### config.mk
export PLATFORM = sky130hd
export DESIGN_NAME = aes_ss_stim
export DESIGN_NICKNAME = d
export VERILOG_FILES = /design/src/rtl/aes_ss_stim.sv
export SDC_FILE = /design/constraint.sdc
export NUM_CORES = 1
export LEC_CHECK = 0
export CAP_MARGIN = 30
export CORE_AREA = 2 2 384 386
export CTS_BUF_LIST = sky130_fd_sc_hd__clkbuf_8 sky130_fd_sc_hd__clkbuf_16
export DETAILED_ROUTE_END_ITERATION = 7
export DIE_AREA = 0 0 386 388
export GPL_TIMING_DRIVEN = 0
export PLACE_DENSITY_LB_ADDON = 0.15
export SLEW_MARGIN = 20
export SYNTH_ARGS = -nofsm -noshare
export SYNTH_HDL_FRONTEND = slang
export SYNTH_SLANG_ARGS = --single-unit
### constraint.sdc
create_clock -name clk -period 4.85 [get_ports clk]
set_clock_uncertainty 0.15 [all_clocks]
set_input_delay 0.97 -clock clk [delete_from_list [all_inputs] [get_ports clk]]
set_output_delay 0.97 -clock clk [all_outputs]
set_load 0.01 [all_outputs]
### src/rtl/aes_ss_stim.sv
// rtl/aes_ss_stim.sv - stimulus/checker campaign controller for a masked small-scale AES DUT
// Masking randomness (PRNG-driven tmask/kmask/rbits, multi-cycle FILL) enabled by AES_SS_STIM_MASK_EN.
module aes_ss_stim #(
  parameter int DW  = 64,
  parameter int RW  = 360,
  parameter int TMO = 255
) (
  input  logic          clk,
  input  logic          rst_n,
  input  logic          go,
  input  logic          mode,
  input  logic [15:0]   n_runs,
  input  logic [DW-1:0] key,
  input  logic [DW-1:0] pt,
  input  logic [DW-1:0] exp,
  input  logic [63:0]   seed,
  output logic          dut_start,
  output logic [DW-1:0] dut_text,
  output logic [DW-1:0] dut_tmask,
  output logic [DW-1:0] dut_key,
  output logic [DW-1:0] dut_kmask,
  output logic [RW-1:0] dut_rbits,
  input  logic [DW-1:0] dut_out,
  input  logic          dut_done,
  output logic          busy,
  output logic          done,
  output logic          pass,
  output logic [15:0]   err_cnt,
  output logic [15:0]   run_cnt,
  output logic          tmo_flag
);

`ifdef AES_SS_STIM_MASK_EN
  localparam int FILL_N = (RW + 63) / 64;
`else
  localparam int FILL_N = 1;
`endif
  localparam int FW = (FILL_N > 1) ? $clog2(FILL_N) : 1;
  localparam int TW = $clog2(TMO + 1);
  localparam logic [63:0] SEED_ALT = 64'h9E3779B97F4A7C15;

  typedef enum logic [2:0] {
    S_IDLE, S_FILL, S_START, S_WAIT, S_CHECK, S_FIN
  } state_t;

  state_t        state;
  logic [FW-1:0] fill_cnt;
  logic [TW-1:0] tmo_cnt;
  logic [63:0]   prng_q;
  logic [63:0]   prng_n;
  logic [DW-1:0] cur_pt;
  logic [DW-1:0] key_q;
  logic [DW-1:0] exp_q;
  logic [DW-1:0] cap_q;
  logic          mode_q;
  logic [15:0]   nruns_q;
  logic          run_tmo;
  logic [DW-1:0] mask_t;
  logic [DW-1:0] mask_k;
  logic [15:0]   run_inc;
  logic          last_run;
  logic          miss;
  logic [15:0]   err_sat;

  function automatic logic [63:0] xs64(input logic [63:0] x);
    logic [63:0] y;
    y = x ^ (x << 13);
    y = y ^ (y >> 7);
    y = y ^ (y << 17);
    return y;
  endfunction

  assign prng_n = xs64(prng_q);
  assign busy   = (state != S_IDLE);

`ifdef AES_SS_STIM_MASK_EN
  logic [RW-1:0] rbits_q;
  // tmask uses the current draw, kmask the draw the PRNG is about to advance to
  assign mask_t    = prng_q[DW-1:0];
  assign mask_k    = prng_n[DW-1:0];
  assign dut_rbits = rbits_q;

  always_ff @(posedge clk or negedge rst_n) begin
    if (!rst_n) begin
      rbits_q <= '0;
    end else if (state == S_FILL || state == S_WAIT) begin
      rbits_q <= (rbits_q << 64) | RW'(prng_q);
    end
  end
`else
  assign mask_t    = '0;
  assign mask_k    = '0;
  assign dut_rbits = '0;
`endif

  assign run_inc  = run_cnt + 16'd1;
  assign last_run = (run_inc >= nruns_q);
  // timed-out runs were already charged in WAIT; chaining runs only compare at the end
  assign miss     = !run_tmo && (!mode_q || last_run) && (cap_q != exp_q);
  assign err_sat  = (err_cnt == 16'hFFFF) ? err_cnt : err_cnt + 16'd1;

  always_ff @(posedge clk or negedge rst_n) begin
    if (!rst_n) begin
      state     <= S_IDLE;
      fill_cnt  <= '0;
      tmo_cnt   <= '0;
      prng_q    <= '0;
      cur_pt    <= '0;
      key_q     <= '0;
      exp_q     <= '0;
      cap_q     <= '0;
      mode_q    <= 1'b0;
      nruns_q   <= '0;
      run_tmo   <= 1'b0;
      dut_start <= 1'b0;
      dut_text  <= '0;
      dut_tmask <= '0;
      dut_key   <= '0;
      dut_kmask <= '0;
      done      <= 1'b0;
      pass      <= 1'b0;
      err_cnt   <= '0;
      run_cnt   <= '0;
      tmo_flag  <= 1'b0;
    end else begin
      dut_start <= 1'b0;
      done      <= 1'b0;
      case (state)
        S_IDLE: begin
          if (go) begin
            key_q    <= key;
            cur_pt   <= pt;
            exp_q    <= exp;
            mode_q   <= mode;
            nruns_q  <= n_runs;
            err_cnt  <= '0;
            run_cnt  <= '0;
            tmo_flag <= 1'b0;
            run_tmo  <= 1'b0;
            fill_cnt <= '0;
            prng_q   <= (seed == 64'd0) ? SEED_ALT : seed;
            if (n_runs == 16'd0) begin
              pass  <= 1'b1;
              done  <= 1'b1;
              state <= S_FIN;
            end else begin
              pass  <= 1'b0;
              state <= S_FILL;
            end
          end
        end
        S_FILL: begin
          prng_q <= prng_n;
          if (fill_cnt == FW'(FILL_N - 1)) begin
            dut_tmask <= mask_t;
            dut_kmask <= mask_k;
            dut_text  <= cur_pt ^ mask_t;
            dut_key   <= key_q ^ mask_k;
            dut_start <= 1'b1;
            state     <= S_START;
          end else begin
            fill_cnt <= fill_cnt + FW'(1);
          end
        end
        S_START: begin
          prng_q  <= prng_n;
          tmo_cnt <= '0;
          run_tmo <= 1'b0;
          state   <= S_WAIT;
        end
        S_WAIT: begin
          prng_q <= prng_n;
          if (dut_done) begin
            cap_q <= dut_out;
            state <= S_CHECK;
          end else if (tmo_cnt == TW'(TMO - 1)) begin
            tmo_flag <= 1'b1;
            run_tmo  <= 1'b1;
            err_cnt  <= err_sat;
            state    <= S_CHECK;
          end else begin
            tmo_cnt <= tmo_cnt + TW'(1);
          end
        end
        S_CHECK: begin
          run_cnt <= run_inc;
          if (miss) err_cnt <= err_sat;
          if (mode_q && !last_run && !run_tmo) cur_pt <= cap_q;
          if (last_run) begin
            done  <= 1'b1;
            pass  <= (err_cnt == 16'd0) && !miss && !tmo_flag;
            state <= S_FIN;
          end else begin
            fill_cnt <= '0;
            state    <= S_FILL;
          end
        end
        S_FIN: begin
          state <= S_IDLE;
        end
        default: state <= S_IDLE;
      endcase
    end
  end

endmodule

=== Yosys cells after proc, flatten, opt, wreduce, memory -nomap -nowiden ===
Index checks and enable logic that the tools add are counted.

* Input port bits: 341
* Logic and storage cells: 112
* Output and inout bits: 653
* Flip-flop bits (word level): 450

* Bitwise gates (word level): 1
* $lt $le $gt $ge: 1
* Muxes and demuxes: 37
* Add/sub/neg operators: 4
* Reduce and logical (&&, ||, !) cells: 34
* Eq/ne operators: 17

{| class="wikitable"
|+ Operator list
! kind !! number
|-
| $mux W64 || 2
|-
| $pmux W64 S2 || 1
|-
| $mux W16 || 5
|-
| $ne A64 B64 Y1 || 1
|-
| $pmux W16 S3 || 1
|-
| $add A16 B1 Y16 const B || 2
|-
| $logic_not A16 Y1 || 2
|-
| $pmux W16 S2 || 1
|-
| $mux W3 || 6
|-
| $ne A2 B2 Y1 const B || 9
|-
| $eq A16 B16 Y1 const B || 1
|-
| $ge A16 B16 Y1 || 1
|-
| $mux W8 || 2
|-
| $pmux W8 S2 || 1
|-
| $pmux W3 S5 || 1
|-
| $reduce_and A3 Y1 || 5
|-
| $mux W1 || 12
|-
| $reduce_bool A3 Y1 || 4
|-
| $add A8 B1 Y8 const B || 1
|-
| $eq A8 B8 Y1 const B || 1
|-
| $reduce_and A2 Y1 || 4
|-
| $reduce_and A4 Y1 || 2
|-
| $eq A3 B2 Y1 const B || 2
|-
| $logic_and A1 B1 Y1 || 6
|-
| other kinds (12) || 21
|}

=== Depth between registers and ports, before layout ===
Gate-level depths: netlist of the first run.

* Word-level depth: 10
* Gate-level depth with buffers: 18
* Gate-level depth less buffers: 15

=== Worst setup path after synthesis of the first run ===
OpenSTA, ideal clock, no wires.

* Kind: register to register
* Start point: register run_cnt[0]
* End point: register err_cnt[3]
* Stages on the path, launching flop included: 19
* Path buffers: 3
* Data arrival time: 3698 ps
* Setup slack: 907 ps
* Clock period less this slack: 3943 ps
* Library setup time: 95 ps
* Required time: 4605 ps
* Cells stage by stage: dfrtp_1 ha_1 nand3_1 nor3_1 and3_1 and3_1 clkbuf_1 nand3_1 xnor2_1 ha_1 nand2_1 nor4_1 o311ai_2 nand4_2 a31oi_4 or2_1 buf_4 buf_6 o31ai_1

* Longest elaborated chain between the ends: 7

{| class="wikitable"
|+ RTL lines
! item !! line !! source
|-
| start, declared || 29 || <nowiki>output logic [15:0] run_cnt,</nowiki>
|-
| start signal, assigned || 186 || <nowiki>run_cnt <= run_inc;</nowiki>
|-
| $add A16 B1 Y16 || 96 || <nowiki>assign run_inc = run_cnt + 16'd1;</nowiki>
|-
| $ge A16 B16 Y1 || 97 || <nowiki>assign last_run = (run_inc >= nruns_q);</nowiki>
|-
| $logic_or A1 B1 Y1 || 99 || <nowiki>assign miss = !run_tmo && (!mode_q || last_run) && (cap_q != exp_q);</nowiki>
|-
| $logic_and A1 B1 Y1 (2 in a row) || 99 ||
|-
| $ne A2 B2 Y1 (no source line) || -- ||
|-
| $reduce_and A5 Y1 (no source line) || -- ||
|-
| end signal, assigned || 179 || <nowiki>err_cnt <= err_sat;</nowiki>
|-
| end signal, assigned || 187 || <nowiki>if (miss) err_cnt <= err_sat;</nowiki>
|-
| end, declared || 28 || <nowiki>output logic [15:0] err_cnt,</nowiki>
|}

No other way between the ends.
A chain may end at the register's enable or synchronous reset.

=== Worst setup path in the final report of the first run ===
* Start point: register run_cnt[0]
* End point: register cur_pt[61]

* Longest elaborated chain between the ends: 7

{| class="wikitable"
|+ RTL lines
! item !! line !! source
|-
| $add A16 B1 Y16 || 96 ||
|-
| $ge A16 B16 Y1 || 97 ||
|-
| $logic_not A1 Y1 || 188 || <nowiki>if (mode_q && !last_run && !run_tmo) cur_pt <= cap_q;</nowiki>
|-
| $logic_and A1 B1 Y1 (2 in a row) || 188 ||
|-
| $ne A2 B2 Y1 (no source line) || -- ||
|-
| $reduce_and A3 Y1 (no source line) || -- ||
|-
| end signal, assigned || 132 || <nowiki>cur_pt <= pt;</nowiki>
|-
| end signal, assigned || 188 ||
|-
| end, declared || 51 || <nowiki>logic [DW-1:0] cur_pt;</nowiki>
|}

No other way between the ends.

==> results of run 1 <==
## kinds of logic (layout without fill, tap and decap cells)
| group | count (synthesis) | after routing |
|---|---|---|
| simple gates | 767 | 767 |
| buf+inv | 607 | 1177 |
| flops | 449 | 449 |
| mux | 193 | 193 |
| compound gates | 171 | 171 |
| xor+xnor | 82 | 82 |
| fa+ha+maj | 21 | 21 |
| other cells | 1 | 498 |
## where the power goes
part / internal [uW] / switching [uW] / total [uW]
Clock: 2760 / 1870 / 4640
Sequential: 5410 / 1250 / 6660
Combinational: 3610 / 3950 / 7560
Total: 11800 / 7080 / 18900
## metal layers
layer,up-vias,share of wire (%),GRT usage [%]
li1,8564,-,-
met1,8086,42,15.4
met2,544,48,20.9
met3,133,7.6,3.86
met4,44,2.2,3.02
met5,-,0.28,0
## worst reg2reg max path, stage by stage, from the launching register on
cell	delay, ns
dfrtp_2	0.46
ha_1	0.27
nand3_1	0.15
nor3_2	0.20
and3_1	0.28
and3_2	0.29
nand3_1	0.11
xnor2_1	0.26
ha_1	0.28
nand2_1	0.14
o21ai_0	0.13
a211oi_2	0.15
buf_4	0.16
nand4_2	0.21
o31ai_4	0.34
buf_12	0.16
buf_6	0.22
buf_4	0.30
a31oi_1	0.12
## final cells by class
class,instances,share of cell area [%]
Clock buffer,77,5.12
Inverter,23,0.255
Timing Repair Buffer,462,14.2
Multi-Input combinational cell,1722,27.2
Clock inverter,32,0.900
Antenna cell,10,0.0738
Sequential cell,449,33.1
Tap cell,1917,7.07
Buffer,583,12.1
## worst min path at each step
stage                        start     endpoint  depth (start not counted)
after CTS                    rst_n  dut_key[55]                          1
final                        rst_n  dut_key[55]                          1
after detailed placement  key_q[2]     key_q[2]                          2
after global placement    key_q[0]     key_q[0]                          2
after global routing         rst_n  dut_key[55]                          1
after floorplan           key_q[0]     key_q[0]                          2
## what timing repair did
item	in CTS	in global routing
endpoints found under the setup margin	79	70
pin swaps	2	0
resized for setup	19	3
setup buffers	2	0
gates cloned	1	0
## registers in the layout, summed over array words and instances, names as in the netlist, 3 cells and up
signal	flops
state	3
err_cnt	16
exp_q	64
cur_pt	64
dut_key	64
tmo_cnt	8
key_q	64
nruns_q	16
dut_text	64
run_cnt	16
cap_q	64
## per-stage QoR
stage / TNS, ns / util [%] / instances
2_1_floorplan: 0 / - / 2778
3_3_place_gp: -9313.27 / 21.6 / 5136
3_5_place_dp: -49.08 / 21.8 / 5152
4_1_cts: 0 / 23.3 / 5263
5_1_grt: 0 / 23.3 / 5265
6_report: 0 / 23.4 / 5275
## layout by cell type, fill, tap and decap left out, types with 4 or more instances in the layout
master and n:
conb_1 488, clkdlybuf4s50_1 440, ha_1 21, buf_4 502
o21ai_1 4, nor4_1 11, nand4_1 23, a21oi_1 14
clkinv_2 6, o2bb2ai_1 4, mux2_2 192, buf_2 7
clkbuf_16 60, clkbuf_1 63, a31oi_1 71, diode_2 10
bufinv_16 5, nand2_1 580, o31ai_1 10, o21ai_0 50
clkbuf_2 6, nor2b_1 6, dfrtp_1 448, clkbuf_8 17
xnor2_1 70, buf_16 8, buf_8 4, and3_1 6
buf_1 5, buf_6 8, xor2_1 12, nand3_1 18
nor2_1 92, inv_1 38
==> metrics.txt, run 1 <==
status finished, final reports clean; io pins roughly 990; clk sinks 449; Post-Synth XOR/XNOR Area 3.16%; fin crit share 93.3%; critical-path cell list ha_1 > nand3_1 > nor3_2 > and3_1 > and3_2 > nand3_1 > xnor2_1 > ha_1 > nand2_1 > o21ai_0 > a211oi_2 > buf_4 > nand4_2 > o31ai_4 > buf_12 > buf_6 > buf_4 > a31oi_1; r2r startpoint run_cnt[0]; H-tree Lvls 2; share of cells above drive strength 1 25.0%; drt first pass iters 4; vias approximately 17,000; Overflow after GRT 0; Post-Synth Simple-Gate Area 13.7%; top area cells in the synthesized netlist dfrtp_1 (49%), buf_4 (16%), nand2_1 (9.6%); initial antenna violation count 35; Crit. End Element register; Post-CTS Hold Buffers 0; drt wl/cell approximately 18 um; syn avg cell area 9.93 um^2; slowest stage delay, CP 0.46 ns; Initial Util between 15 and 20%; Syn Std Cell Area 22,700 um^2; final hold slack 0.145 ns; Req. time, crit path 5.22 ns; Final HPWL DP ~76,000 um; Crit path depth 18; Worst Tran Pin Value 0.960 ns; die height 388 um; Max Cap Violations 0; Async SR Flop Fraction 100%; largest area contributor in the netlist dfrtp_1; Ys Warns 0; Post-synth EDFFs 0; CP max stage cell dfrtp_2; GP Congestion 0.751; Placed Area 31,700 um^2; CP Launch Type register; Chip Width 386 um; Fmax 221 MHz; Inserted Clock Buffers 60; register area share after synthesis 49.4%; Distinct cells, synth 58; Core Rows 140; reg2reg end cur_pt[61]; core area 145,000 um^2; Multi-input gate area roughly 9000 um^2; largest family of logic cells by synthesized area buffers and inverters; R2R Setup Slk between 0.3 and 0.4 ns; Worst setup endpoint cur_pt[61]; first-pass GRT wire length 133,000 um; Worst Path Arrival 4.89 ns; R2R depth 18; CTS Buffer Depth 3; Period minus WS final 4.52 ns; largest net degree at the start of global routing 87; Yosys reg bits 449; mux cell area share after synthesis 9.55%; global-route total usage across every layer between 10% and 20%; DP Worst Slack -0.751 ns; slew margin rel. 35.5%; Register Area between 10,000 and 15,000 um^2; Routed Antenna Nets 0; design area between 30,000 and 40,000 um^2; fin nets 3,663; Adder-Cell Fraction of Synth Area under 10%; clock root buffer clkbuf_16; routed vias/inst about 3.3; Worst path top cell family by delay simple AND/OR/NAND/NOR gates; Total Power 18,900 uW; vias in the first global route 17,500; Worst-Skew Late Latency 0.67 ns; # DRC 0; Synth Area in Compound Gates 4.70%; WP buf/inv 4; Area growth syn-to-layout 49.2%; Hold Vio Cnt, Final 0; Crit. Startpoint run_cnt[0]; Setup Viol. Count Final 0; total die area 150,000 um^2; clock slew at reported path FFs approximately 0.06 ns; Setup CP Type register to register; PwrDens 556 nW/um^2; worst vdd ir approximately 0.0003 V; RSZ-0062 raised after global routing no; initial DRC count 672; CTS tree done; most frequent cell after synthesis nand2_1; Slew Viols, Final 0; Commonest cells post-synth nand2_1 (580), buf_4 (492), dfrtp_1 (449); share of the synthesized area in the top cell type about half; Post-synth top flop dfrtp_1; final WL 95,900 um; LEAKAGE 0.0161 uW; PortBufs roughly 440; fillcell total 15,900; Mapped Cells 2,291; final worst setup slack 0.326 ns; critical path fanouts, max 10; min-delay worst type input pin to async pin
Note: power is estimated with default switching activity, not from simulation.
==> run 2, diff against run 1 <==
- HOLD_SLACK_MARGIN: unset -> 0.15
==> metrics.txt, run 2 (same netlist as run 1, synthesis figures left out) <==
clock slew at reported path FFs 0.06 ns (about the same); Worst-Skew Late Latency 0.67 ns (about the same); fin nets 3,664 (+0.027%); vias 17,400 (-0.075%); Fmax 221 MHz (-0.12%); critical path fanouts, max 10 (unchanged); total die area 150,000 um^2 (unchanged); met2 wire length 45,900 um (+0.28%); initial antenna violation count 35 (unchanged); fin crit share 93.4% (+0.11 points); RSZ-0062 raised after global routing no; slowest stage delay, CP 0.46 ns (about the same); Req. time, crit path 5.22 ns (about the same); fillcell total 15,900 (+0.025%); core area 145,000 um^2 (unchanged); first-pass GRT wire length 133,000 um (about the same); Crit path depth 18 (unchanged); Core Rows 140 (unchanged); Top Metal Used met5; # DRC 0 (unchanged); slew margin rel. 35.5% (about the same); drt wl/cell 18.2 um (+0.13%); worst vdd ir 0.000298 V (+0.30%); most frequent cells in the layout nand2_1 (580), buf_4 (502), conb_1 (488); Worst Tran Pin Value 0.960 ns (-0.00000578 ns); most common cell after layout, fill and taps aside nand2_1; initial DRC count 651 (-3.1%); CP max stage cell dfrtp_2; Setup CP Type register to register; clock root buffer clkbuf_16; final WL 96,000 um (+0.11%); clk sinks 449 (unchanged); Overflow after GRT 0 (unchanged); Initial Util 15.7% (unchanged); share of cells above drive strength 1 25.0% (about the same); vias in the first global route 17,500 (+0.046%); routed vias/inst 3.29 (about the same); critical-path cell list ha_1 > nand3_1 > nor3_2 > and3_1 > and3_2 > nand3_1 > xnor2_1 > ha_1 > nand2_1 > o21ai_0 > a211oi_2 > buf_4 > nand4_2 > o31ai_4 > buf_12 > buf_6 > buf_4 > a31oi_1; PwrDens 556 nW/um^2 (about the same); status finished, final reports clean; Final HPWL DP 76,500 um (unchanged); Inserted Clock Buffers 60 (unchanged); Layout Utilization 23.4% (about the same); hold path depth 2; CTS tree done; R2R depth 18 (unchanged); Crit. End Element register; Area growth syn-to-layout 49.2% (about the same); largest net degree at the start of global routing 87 (unchanged); Chip Width 386 um (unchanged); DRT met1 WL 40,600 um (+0.36%); Inst Count DP 5,152 (unchanged); final worst setup slack 0.321 ns (-0.00534 ns); Hold Vio Cnt, Final 0 (unchanged); final hold slack 0.318 ns (+0.173 ns); min-delay worst type register to register; Setup Viol. Count Final 0 (unchanged); die height 388 um (unchanged); Max Cap Violations 0 (unchanged); final cell count without fillers 5,274 (-0.019%); GP Congestion 0.751 (unchanged); Worst Path Arrival 4.90 ns (about the same); H-tree Lvls 2 (unchanged); PortBufs 441 (unchanged); drt first pass iters 4 (unchanged); io pins 994 (unchanged); WP buf/inv 4 (unchanged); Routed Antenna Nets 0 (unchanged); LEAKAGE 0.0161 uW (about the same); DP Worst Slack -0.751 ns (unchanged); Period minus WS final 4.53 ns (+0.00534 ns); CTS Buffer Depth 3 (unchanged); Slew Viols, Final 0 (unchanged); global-route total usage across every layer 12.5% (about the same); CP Launch Type register; met3 routed WL 7060 um (-2.7%); Worst path top cell family by delay simple AND/OR/NAND/NOR gates
==> run 2: cell types whose count changed in the layout (fill, tap and decap cells not counted), sizes merged <==
cell         previous run  this run
diode                  10         8
dlygate4sd3             0         1
==> run 2: worst reg2reg max path, stage by stage, from the launching register on <==
cell and delay (ns):
dfrtp_2 0.46, ha_1 0.27, nand3_1 0.15, nor3_2 0.20
and3_1 0.28, and3_2 0.29, nand3_1 0.11, xnor2_1 0.26
ha_1 0.28, nand2_1 0.14, o21ai_0 0.13, a211oi_2 0.15
buf_4 0.16, nand4_2 0.22, o31ai_4 0.35, buf_12 0.16
buf_6 0.22, buf_4 0.30, a31oi_1 0.12
==> run 2: stage by stage <==
step | total power (uW) | cell area [um^2] | setup TNS [ns]
CTS | 19400 | 33900 | 0
global placement | 14400 | 31400 | -9313.27
global route | 20300 | 33900 | 0
finish | 18900 | 33900 | 0
floorplan | 10500 | 24600 | 0
detailed placement | 14500 | 31700 | -49.08
==> run 2: per-layer routing <==
layer / global-route usage (%) / vias to the layer above
met2: 20.9 / 540
met3: 3.86 / 132
li1: - / 8563
met5: 0 / -
met4: 3.02 / 44
met1: 15.4 / 8079
==> run 2: worst paths after layout <==
check,from,endpoint,slack [ns]
setup / recovery,run_cnt[0],cur_pt[61],0.32
hold / removal,key_q[38],key_q[38],0.32
setup reg to reg,run_cnt[0],cur_pt[61],0.32
hold reg to reg,key_q[38],key_q[38],0.32
max in group asynchronous,rst_n,cap_q[33],2.38
min in group asynchronous,rst_n,dut_key[55],0.75
==> run 2: where the power goes <==
part / internal (uW) / total (uW) / leakage, uW / switching, uW
clock network: 2760 / 4630 / 0.00106 / 1870
logic: 3610 / 7570 / 0.00963 / 3960
registers: 5410 / 6660 / 0.00541 / 1250
==> run 2: cell type report <==
| class | count | area, um^2 | share of cell area [%] |
|---|---|---|---|
| antenna | 8 | 20.0 | 0.0590 |
| buffer | 583 | 4100 | 12.1 |
| clock buffer | 77 | 1740 | 5.12 |
| clock inverter | 32 | 305 | 0.900 |
| inverter | 23 | 86.3 | 0.254 |
| multi-input combinational | 1722 | 9230 | 27.2 |
| sequential | 449 | 11200 | 33.1 |
| tap | 1917 | 2400 | 7.07 |
| timing repair buffer | 463 | 4810 | 14.2 |
==> run 2: timing repair <==
item,in CTS,in global routing
gates resized for setup,19,3
setup endpoints to repair,79,70
endpoints found under the hold margin,53,0
hold buffers,1,0
buffers inserted,2,0
gates cloned,1,0
pin swaps,2,0
